==> src/rtl/stat_counter_bank_if.sv <==
// Control/read bundle for stat_counter_bank: count strobes, load/clear/snapshot
// controls and the registered read port with the sticky overflow flags.
interface stat_counter_bank_if #(
    parameter int CHANNELS = 4,
    parameter int WIDTH    = 32,
    parameter int SEL_W    = 2
);
    logic                enable;
    logic [CHANNELS-1:0] inc;
    logic                clear;
    logic                load;
    logic [SEL_W-1:0]    load_sel;
    logic [WIDTH-1:0]    load_data;
    logic                snapshot;
    logic                rd_src;
    logic [SEL_W-1:0]    rd_sel;
    logic [WIDTH-1:0]    rd_data;
    logic [CHANNELS-1:0] ovf;

    modport master (
        output enable, inc, clear, load, load_sel, load_data, snapshot, rd_src, rd_sel,
        input  rd_data, ovf
    );

    modport slave (
        input  enable, inc, clear, load, load_sel, load_data, snapshot, rd_src, rd_sel,
        output rd_data, ovf
    );
endinterface

==> src/rtl/stat_counter_bank.sv <==
// Bank of independent event counters with wrap/saturate mode, sticky overflow,
// atomic snapshot and a registered read port.
module stat_counter_bank #(
    parameter int CHANNELS = 4,
    parameter int WIDTH    = 32,
    parameter int SATURATE = 0,
    parameter int SEL_W    = 2
) (
    input  logic                clk,
    input  logic                rst,
    stat_counter_bank_if.slave  bus
);
    typedef logic [WIDTH-1:0] word_t;

    localparam word_t ZERO_C = {WIDTH{1'b0}};
    localparam word_t MAX_C  = {WIDTH{1'b1}};
    localparam word_t ONE_C  = {{(WIDTH-1){1'b0}}, 1'b1};

    word_t               cnt_r      [CHANNELS];
    word_t               snap_r     [CHANNELS];
    word_t               cnt_next_s [CHANNELS];
    logic [CHANNELS-1:0] ovf_r;
    logic [CHANNELS-1:0] ovf_next_s;
    word_t               rd_data_r;
    word_t               rd_next_s;

    // Per-channel next state: clear > load of this channel > enabled increment > hold.
    always_comb begin
        for (int i = 0; i < CHANNELS; i++) begin
            cnt_next_s[i] = cnt_r[i];
            ovf_next_s[i] = ovf_r[i];
            if (bus.clear) begin
                cnt_next_s[i] = ZERO_C;
                ovf_next_s[i] = 1'b0;
            end else if (bus.load && (bus.load_sel == SEL_W'(i))) begin
                cnt_next_s[i] = bus.load_data;
                ovf_next_s[i] = 1'b0;
            end else if (bus.enable && bus.inc[i]) begin
                if (cnt_r[i] == MAX_C) begin
                    cnt_next_s[i] = (SATURATE != 0) ? MAX_C : ZERO_C;
                    ovf_next_s[i] = 1'b1;
                end else begin
                    cnt_next_s[i] = cnt_r[i] + ONE_C;
                end
            end else begin
                cnt_next_s[i] = cnt_r[i];
            end
        end
    end

    // Read mux over pre-edge state; a select beyond the last channel reads zero.
    always_comb begin
        rd_next_s = ZERO_C;
        for (int i = 0; i < CHANNELS; i++) begin
            if (bus.rd_sel == SEL_W'(i)) begin
                rd_next_s = bus.rd_src ? snap_r[i] : cnt_r[i];
            end else begin
                rd_next_s = rd_next_s;
            end
        end
    end

    // State registers; the snapshot copies pre-edge counts so read-and-clear is atomic.
    always_ff @(posedge clk or posedge rst) begin
        if (rst) begin
            for (int i = 0; i < CHANNELS; i++) begin
                cnt_r[i]  <= ZERO_C;
                snap_r[i] <= ZERO_C;
            end
            ovf_r     <= {CHANNELS{1'b0}};
            rd_data_r <= ZERO_C;
        end else begin
            for (int i = 0; i < CHANNELS; i++) begin
                cnt_r[i] <= cnt_next_s[i];
                if (bus.snapshot) begin
                    snap_r[i] <= cnt_r[i];
                end else begin
                    snap_r[i] <= snap_r[i];
                end
            end
            ovf_r     <= ovf_next_s;
            rd_data_r <= rd_next_s;
        end
    end

    assign bus.rd_data = rd_data_r;
    assign bus.ovf     = ovf_r;
endmodule

==> src/flat_wrapper.sv <==
// flat-port wrapper written by rule: the top's interface ports become plain ports
module stat_counter_bank_flat 
#(
    parameter int CHANNELS = 4,
    parameter int WIDTH    = 32,
    parameter int SATURATE = 0,
    parameter int SEL_W    = 2
)
  (clk, rst, bus_enable, bus_inc, bus_clear, bus_load, bus_load_sel, bus_load_data, bus_snapshot, bus_rd_src, bus_rd_sel, bus_rd_data, bus_ovf);
  stat_counter_bank_if #(.CHANNELS(CHANNELS), .WIDTH(WIDTH), .SEL_W(SEL_W)) bus_i ();
  input  logic clk;
  input  logic rst;
  input wire logic [$bits(bus_i.enable)-1:0] bus_enable;
  input wire logic [$bits(bus_i.inc)-1:0] bus_inc;
  input wire logic [$bits(bus_i.clear)-1:0] bus_clear;
  input wire logic [$bits(bus_i.load)-1:0] bus_load;
  input wire logic [$bits(bus_i.load_sel)-1:0] bus_load_sel;
  input wire logic [$bits(bus_i.load_data)-1:0] bus_load_data;
  input wire logic [$bits(bus_i.snapshot)-1:0] bus_snapshot;
  input wire logic [$bits(bus_i.rd_src)-1:0] bus_rd_src;
  input wire logic [$bits(bus_i.rd_sel)-1:0] bus_rd_sel;
  output wire logic [$bits(bus_i.rd_data)-1:0] bus_rd_data;
  output wire logic [$bits(bus_i.ovf)-1:0] bus_ovf;
  assign bus_i.enable = bus_enable;
  assign bus_i.inc = bus_inc;
  assign bus_i.clear = bus_clear;
  assign bus_i.load = bus_load;
  assign bus_i.load_sel = bus_load_sel;
  assign bus_i.load_data = bus_load_data;
  assign bus_i.snapshot = bus_snapshot;
  assign bus_i.rd_src = bus_rd_src;
  assign bus_i.rd_sel = bus_rd_sel;
  assign bus_rd_data = bus_i.rd_data;
  assign bus_ovf = bus_i.ovf;
  stat_counter_bank #(.CHANNELS(CHANNELS), .WIDTH(WIDTH), .SATURATE(SATURATE), .SEL_W(SEL_W)) u_core (.clk(clk), .rst(rst), .bus(bus_i));
endmodule
==> config.mk <==
export PLATFORM = sky130hd
export DESIGN_NAME = stat_counter_bank_flat
export DESIGN_NICKNAME = d
export VERILOG_FILES = /design/src/rtl/stat_counter_bank_if.sv /design/src/rtl/stat_counter_bank.sv /design/src/flat_wrapper.sv
export SDC_FILE = /design/constraint.sdc
export NUM_CORES = 1
export LEC_CHECK = 0
export ABC_AREA = 1
export BUFFER_PORTS_ARGS = -buffer_cell sky130_fd_sc_hd__buf_2
export CELL_PAD_IN_SITES_DETAIL_PLACEMENT = 0
export CELL_PAD_IN_SITES_GLOBAL_PLACEMENT = 1
export CORE_MARGIN = 2
export CORE_UTILIZATION = 40
export CTS_CLUSTER_SIZE = 14
export DETAILED_ROUTE_END_ITERATION = 7
export HOLD_SLACK_MARGIN = 0.12
export PLACE_DENSITY_LB_ADDON = 0.1
export SYNTH_ARGS = -nofsm -noshare
export SYNTH_HDL_FRONTEND = slang
export SYNTH_SLANG_ARGS = --single-unit
==> constraint.sdc <==
create_clock -name clk -period 18.9 [get_ports clk]
set_clock_uncertainty 0.2 [all_clocks]
set_input_delay 2.835 -clock clk [delete_from_list [all_inputs] [get_ports clk]]
set_output_delay 2.835 -clock clk [all_outputs]
set_load 0.005 [all_outputs]
==> results of run 1 <==
power groups by stage:
| stage | combinational [W] | sequential (W) | clock (W) |
|---|---|---|---|
| floorplan | 0.000158 | 0.000733 | 0 |
| global placement | 0.000240 | 0.000760 | 0 |
| detailed placement | 0.000245 | 0.000760 | 0 |
| CTS | 0.000246 | 0.000750 | 0.000740 |
| global route | 0.000275 | 0.000758 | 0.000769 |
| finish | 0.000247 | 0.000752 | 0.000733 |
routing by layer:
layer	part of all wire [%]	routed length [µm]
met1	45	32400
met2	43	31600
met3	7.0	5060
met4	5.0	3640
met5	0	0
worst paths after layout:
path,slack [ns],to
hold reg to reg,0.28,u_core.bus.ovf[1]$_DFFE_PP0P_
setup / recovery,13.45,u_core.cnt_r[84]$_DFFE_PP0P_
min in group asynchronous,2.11,u_core.cnt_r[71]$_DFFE_PP0P_
setup reg to reg,16.30,u_core.cnt_r[23]$_DFFE_PP0P_
hold / removal,0.28,u_core.bus.ovf[1]$_DFFE_PP0P_
max in group asynchronous,14.20,u_core.snap_r[86]$_DFFE_PP0P_
area by class of cell:
| type | instances | area, µm² | share of cell area [%] |
|---|---|---|---|
| diodes | 3 | 7.51 | 0.0383 |
| clock buffers | 52 | 1050 | 5.37 |
| clock inverters | 12 | 163 | 0.829 |
| inverters | 243 | 921 | 4.70 |
| multi-input cells | 1895 | 8900 | 45.4 |
| flip-flops and latches | 292 | 7310 | 37.3 |
| well taps | 585 | 732 | 3.73 |
| repair buffers | 95 | 532 | 2.71 |
worst max-delay path: stages:
cell and delay, ns:
buf_2 0.11, inv_1 0.09, nand3_2 0.61, nand2_1 0.63, nand2_1 0.71, inv_1 0.39
o21ai_0 0.14, o21ai_0 0.18
synthesized netlist by cell type, types with 8 or more instances:
| cell | count | area, µm² |
|---|---|---|
| nand3_1 | 124 | 621 |
| buf_1 | 13 | 48.8 |
| inv_2 | 12 | 45.0 |
| o211ai_1 | 32 | 240 |
| nand4_1 | 14 | 87.6 |
| xor2_1 | 29 | 254 |
| nor2_2 | 23 | 144 |
| nand2_1 | 798 | 3000 |
| clkbuf_1 | 71 | 267 |
| a21oi_1 | 240 | 1200 |
| nor2_4 | 9 | 101 |
| nand3_2 | 8 | 80.1 |
| o2111ai_1 | 19 | 166 |
| inv_1 | 231 | 867 |
| o21ai_1 | 41 | 205 |
| a21oi_2 | 8 | 70.1 |
| mux2_2 | 8 | 90.1 |
| o22ai_1 | 13 | 81.3 |
| dfrtp_1 | 292 | 7310 |
| nor2_1 | 256 | 961 |
| buf_2 | 21 | 105 |
| o21ai_0 | 221 | 1110 |
| nand2_2 | 15 | 93.8 |
cells in the final DEF (no fill, tap or decap), types with 2 or more instances in the layout:
cell type  netlist  layout
nor3_1           2       2
nor2_1         256     254
nand2_2         15      15
o21ai_0        221     221
dfrtp_1        292     292
bufinv_16        0       4
buf_4            2      13
xnor2_1          7       7
nand2_1        798     798
inv_2           12      11
nand3_2          8       8
mux2_2           8       8
clkbuf_1        71       8
and2_1           4       4
ha_1             4       4
nor2_8           3       3
diode_2          0       3
a21oi_2          8       8
nor2_2          23      24
inv_1          231     230
o21ai_1         41      41
xor2_1          29      29
nand3_4          3       3
nand3_1        124     124
clkinv_2         0       8
clkbuf_16        0      37
buf_2           21      80
a21oi_1        240     240
clkbuf_8         1       8
nor2_4           9      10
o21bai_1         4       4
nand2_4          5       5
o2111ai_1       19      19
o21a_1           2       2
nand4_1         14      14
o21ba_1          2       2
o22ai_1         13      13
o211ai_1        32      32
registers in the layout (all words and copies together) (netlist names):
register / cells
u_core.bus.rd_data: 32
u_core.snap_r: 128
u_core.cnt_r: 128
u_core.bus.ovf: 4
cell families (layout without fill, tap and decap cells):
logic type / count (synthesis) / in the layout / share of synthesized area [%]
fa+ha+maj: 4 / 4 / 0.284
mux: 8 / 8 / 0.511
compound gates: 582 / 582 / 17.8
simple gates: 1265 / 1265 / 30.0
buf+inv: 358 / 402 / 8.14
flops: 292 / 292 / 41.5
xor+xnor: 36 / 36 / 1.79
other cells: 0 / 3 / 0
metrics by stage:
step                      worst slack, ns  power, W  utilization, %  cell area, µm²
after global placement              13.00   0.00100            42.5           18400
after CTS                           13.51   0.00173            45.3           19600
after floorplan                      7.80  0.000891               -           17600
after detailed placement            12.92   0.00100            42.5           18400
after global routing                13.12   0.00180            45.3           19600
final                               13.45   0.00173            45.3           19600
==> flow_metrics.tcl, run 1 <==
set metrics [dict create \
    endpoint_kind "flip-flop" \
    leakage_nw 9.21 \
    synth-seq-cells 292 \
    crit_required_ns 19.17 \
    cts_resized 0 \
    cts_max_path_buffers 3 \
    cts_buffers 36 \
    dieArea_um2 45800 \
    post-dp-hpwl_um 50800 \
    use_met1_pct 44.2 \
    worst_r2r_path_depth 10 \
    nNetsFinal 2614 \
    drive_gt1_share_pct 9.62 \
    path_max_fanout 36 \
    r2r-start "u_core.cnt_r[1]$_DFFE_PP0P_" \
    clk_latency_ns 0.55 \
    viasPerCell 5.50 \
    fmax_mhz 183 \
    first_pass_iters 6 \
    stdcell_count 3177 \
    busiest_layer "met2" \
    clk_pin_slew_worst_paths_ns 0.06 \
    seqPwrFrac_pct 43.4 \
    switchingPower_w 0.000532 \
    critPathKind "input pin to flip-flop" \
    drtAntennaViolNets 0 \
    grt-ovfl-total 0 \
    use_met3_pct 5.25 \
    ys.flop_type "dfrtp_1" \
    critPathLaunch "bus_load_sel[1]" \
    antenna_found_initial 2 \
    hold_path_depth 1 \
    arrival_ns 5.72 \
    hold_path_class "flip-flop to flip-flop" \
    hold_buffers 0 \
    clock-root-buffer "clkbuf_16" \
    combinationalPowerShare_pct 14.3 \
    die_h_um 214 \
    yosysWarnings 0 \
    power-per-cell-area_nw_per_um2 88.3 \
    relSlewSlack_pct 21.5 \
    hp-start "u_core.bus.ovf[1]$_DFFE_PP0P_" \
    clock_sinks 292 \
    drv_cap 0 \
    synthCells 2545 \
    ioPinCount 83 \
    n_fill_cell 4536 \
    status "complete, no violations" \
    holdWs_ns 0.284 \
    worstSetupStartpointType "input pin" \
    synth-edff-count 0 \
    drc 0 \
    dieWidth_um 214 \
    io_buffers 82 \
    grt_usage_pct 31.6 \
    power.internal_w 0.00120 \
    h-tree-depth 2 \
    start_util_pct 40.7 \
    setup_viol 0 \
    rsz0062_at_grt "false" \
    rows 76 \
    p_clk_share_pct 42.3 \
    cts_tree "built" \
    drt_iter0_markers 1783 \
    synth_fp_nets 2596 \
    syn_area_per_cell_um2 6.93 \
    maxSlewViolCount 0 \
    ys_async_sr_fraction_pct 100 \
    synth_area_um2 17600 \
    finalWeightedCongestion 0.891 \
    vias 17500 \
    use_met2_pct 47.8 \
    fin_setup_tns_ns 0 \
    grt_pass1_vias 16200 \
    hold_violations 0 \
    tightest_slew_ns 1.18 \
    ys_seq_area_share_pct 41.5 \
    avgRoutedWirePerCell_um 22.9 \
    grt_pass1_wl_um 108000 \
    ys_types 39 \
    sw_frac_of_total_pct 30.8 \
    grt_start_max_net_pins 172 \
    irDropWorstVdd_mv 0.0633 \
    post_cts_buffers 0 \
    min_period_ns 5.45 \
    finalCritPeriodShare_pct 28.9 \
    coreArea_um2 43300 \
    wirelength_um 72700 \
    flow.area_growth_from_synthesis_pct 11.2 \
    dp.cells 3110 \
]
Power figures use the tool's default switching activity.
==> run 2: changes to the inputs <==
==> constraint.sdc (replaced) <==
create_clock -name clk -period 5.35 [get_ports clk]
set_clock_uncertainty 0.2 [all_clocks]
set_input_delay 0.8025 -clock clk [delete_from_list [all_inputs] [get_ports clk]]
set_output_delay 0.8025 -clock clk [all_outputs]
set_load 0.005 [all_outputs]
==> run 2 against run 1 <==
  * Die area stayed put
  * Setup slack worse by 11 ns
  * Design area is 0.91% higher
  * Highest routed layer unchanged
  * Largest power group is now clock
  * Sequential power grew to 3.5 times the previous value
  * Global-route usage is 2.0 points lower
  * Sequential share of layout area is 0.33 points lower
  * Critical endpoint is now u_core.cnt_r[7]$_DFFE_PP0P_
  * Combinational power grew to 3.5 times the previous value
  * Final cell count is 0.25% higher
==> flow_metrics.tcl, run 2 (same netlist as run 1, synthesis figures left out) <==
set metrics [dict create \
    seqPwrFrac_pct 41.9 \
    wl_met2_um 29500 \
    cts_resized 0 \
    io_buffers 82 \
    reg2reg_slack_ns 2.67 \
    cts_tree "built" \
    status "complete, no violations" \
    grt_pass1_wl_um 102000 \
    r2r_end "u_core.cnt_r[26]$_DFFE_PP0P_" \
    die_h_um 214 \
    start_util_pct 40.7 \
    power-per-cell-area_nw_per_um2 317 \
    drc 0 \
    hold_violations 0 \
    grt_usage_pct 29.7 \
    drtAntennaViolNets 0 \
    flow.area_growth_from_synthesis_pct 12.3 \
    fmax_mhz 319 \
    mostFrequentLayoutCell "nand2_1" \
    dp.cells 3116 \
    finalCritPeriodShare_pct 58.6 \
    vias 17200 \
    dieWidth_um 214 \
    min_period_ns 3.13 \
    clock-root-buffer "clkbuf_16" \
    irDropWorstVdd_mv 0.207 \
    post-dp-hpwl_um 49700 \
    post_cts_buffers 0 \
    drt_iter0_markers 1547 \
    fin_setup_tns_ns 0 \
    grt_pass1_vias 15800 \
    p_clk_share_pct 44.5 \
    h-tree-depth 2 \
    finalWeightedCongestion 0.917 \
    relSlewSlack_pct 19.3 \
    critPathKind "input pin to flip-flop" \
    grt-ovfl-total 0 \
    avgRoutedWirePerCell_um 21.4 \
    switchingPower_w 0.00184 \
    sw_frac_of_total_pct 29.3 \
    worst_r2r_path_depth 10 \
    endpoint "u_core.cnt_r[7]$_DFFE_PP0P_" \
    worstSetupStartpointType "input pin" \
    coreArea_um2 43300 \
    power.internal_w 0.00444 \
    viasPerCell 5.40 \
    stdcell_count 3185 \
    grt_start_max_net_pins 162 \
    ioPinCount 83 \
    first_pass_iters 6 \
    nNetsFinal 2621 \
    setup_viol 0 \
    wl_met3_um 4620 \
    clk_pin_slew_worst_paths_ns 0.06 \
    rsz0062_at_grt "false" \
    clk_latency_ns 0.55 \
    cts_buffers 37 \
    path_max_fanout 35 \
    tightest_slew_ns 1.21 \
    dieArea_um2 45800 \
    wirelength_um 68100 \
    arrival_ns 3.38 \
    critPathLaunch "bus_load" \
    maxSlewViolCount 0 \
    cts_max_path_buffers 3 \
    rows 76 \
    endpoint_kind "flip-flop" \
    top_layer "met4" \
    layout_common_cells "nand2_1 (798), dfrtp_1 (292), nor2_1 (254)" \
    drive_gt1_share_pct 9.93 \
    antenna_found_initial 2 \
    r2r-start "u_core.cnt_r[1]$_DFFE_PP0P_" \
    clock_sinks 292 \
    met1_length_um 31300 \
    hold_buffers 0 \
    drv_cap 0 \
    crit_required_ns 5.59 \
    leakage_nw 9.28 \
    hold_path_class "input pin to async pin" \
    combinationalPowerShare_pct 13.6 \
]
run 2: how the worst min path moves through the flow:
stage	startpoint	endpoint	slack, ns
after floorplan	u_core.snap_r[76]$_DFFE_PP0P_	u_core.bus.rd_data[12]$_DFF_PP0_	0.27
after global placement	u_core.bus.ovf[1]$_DFFE_PP0P_	u_core.bus.ovf[1]$_DFFE_PP0P_	0.27
after detailed placement	u_core.bus.ovf[1]$_DFFE_PP0P_	u_core.bus.ovf[1]$_DFFE_PP0P_	0.28
after CTS	u_core.bus.ovf[1]$_DFFE_PP0P_	u_core.bus.ovf[1]$_DFFE_PP0P_	0.30
after global routing	u_core.bus.ovf[1]$_DFFE_PP0P_	u_core.bus.ovf[1]$_DFFE_PP0P_	0.31
final	rst	u_core.snap_r[34]$_DFFE_PP0P_	0.26
run 2: cell type report:
cell class | instances | area (µm²)
Multi-Input combinational cell | 1895 | 8900
Timing Repair Buffer | 101 | 589
Fill cell | 4421 | 23500
Clock inverter | 14 | 254
Antenna cell | 3 | 7.51
Tap cell | 585 | 732
Sequential cell | 292 | 7310
Clock buffer | 52 | 1080
Inverter | 243 | 917
run 2: routing by layer:
metal,up-vias,track usage [%]
met5,-,0
met4,0,12.5
met3,101,5.14
met2,605,44.4
met1,8216,42.2
li1,8291,-
run 2: worst max-delay path, cell delays in order:
cell     delay, ns
buf_2         0.12
nand2_1       0.11
nor2_2        0.05
buf_4         0.26
inv_2         0.55
nand3_2       0.40
nand2_2       0.63
inv_1         0.20
o21ai_0       0.13
o21ai_1       0.09
run 2: through the flow:
step	power, W	util (%)	hold WS, ns	setup WS, ns	instance area [µm²]
floorplan	0.00315	-	0.275	0.472	17600
global placement	0.00350	42.6	0.275	1.75	18400
detailed placement	0.00352	42.6	0.282	1.71	18400
CTS	0.00632	45.7	0.295	2.28	19800
global route	0.00654	45.7	0.307	2.01	19800
finish	0.00628	45.7	0.256	2.22	19800
run 2: power by group through the flow:
stage	Combinational [W]	Sequential, W	Clock (W)
after floorplan	0.000559	0.00259	0
after global placement	0.000841	0.00266	0
after detailed placement	0.000856	0.00266	0
after CTS	0.000858	0.00262	0.00284
after global routing	0.000962	0.00265	0.00293
final	0.000855	0.00263	0.00279
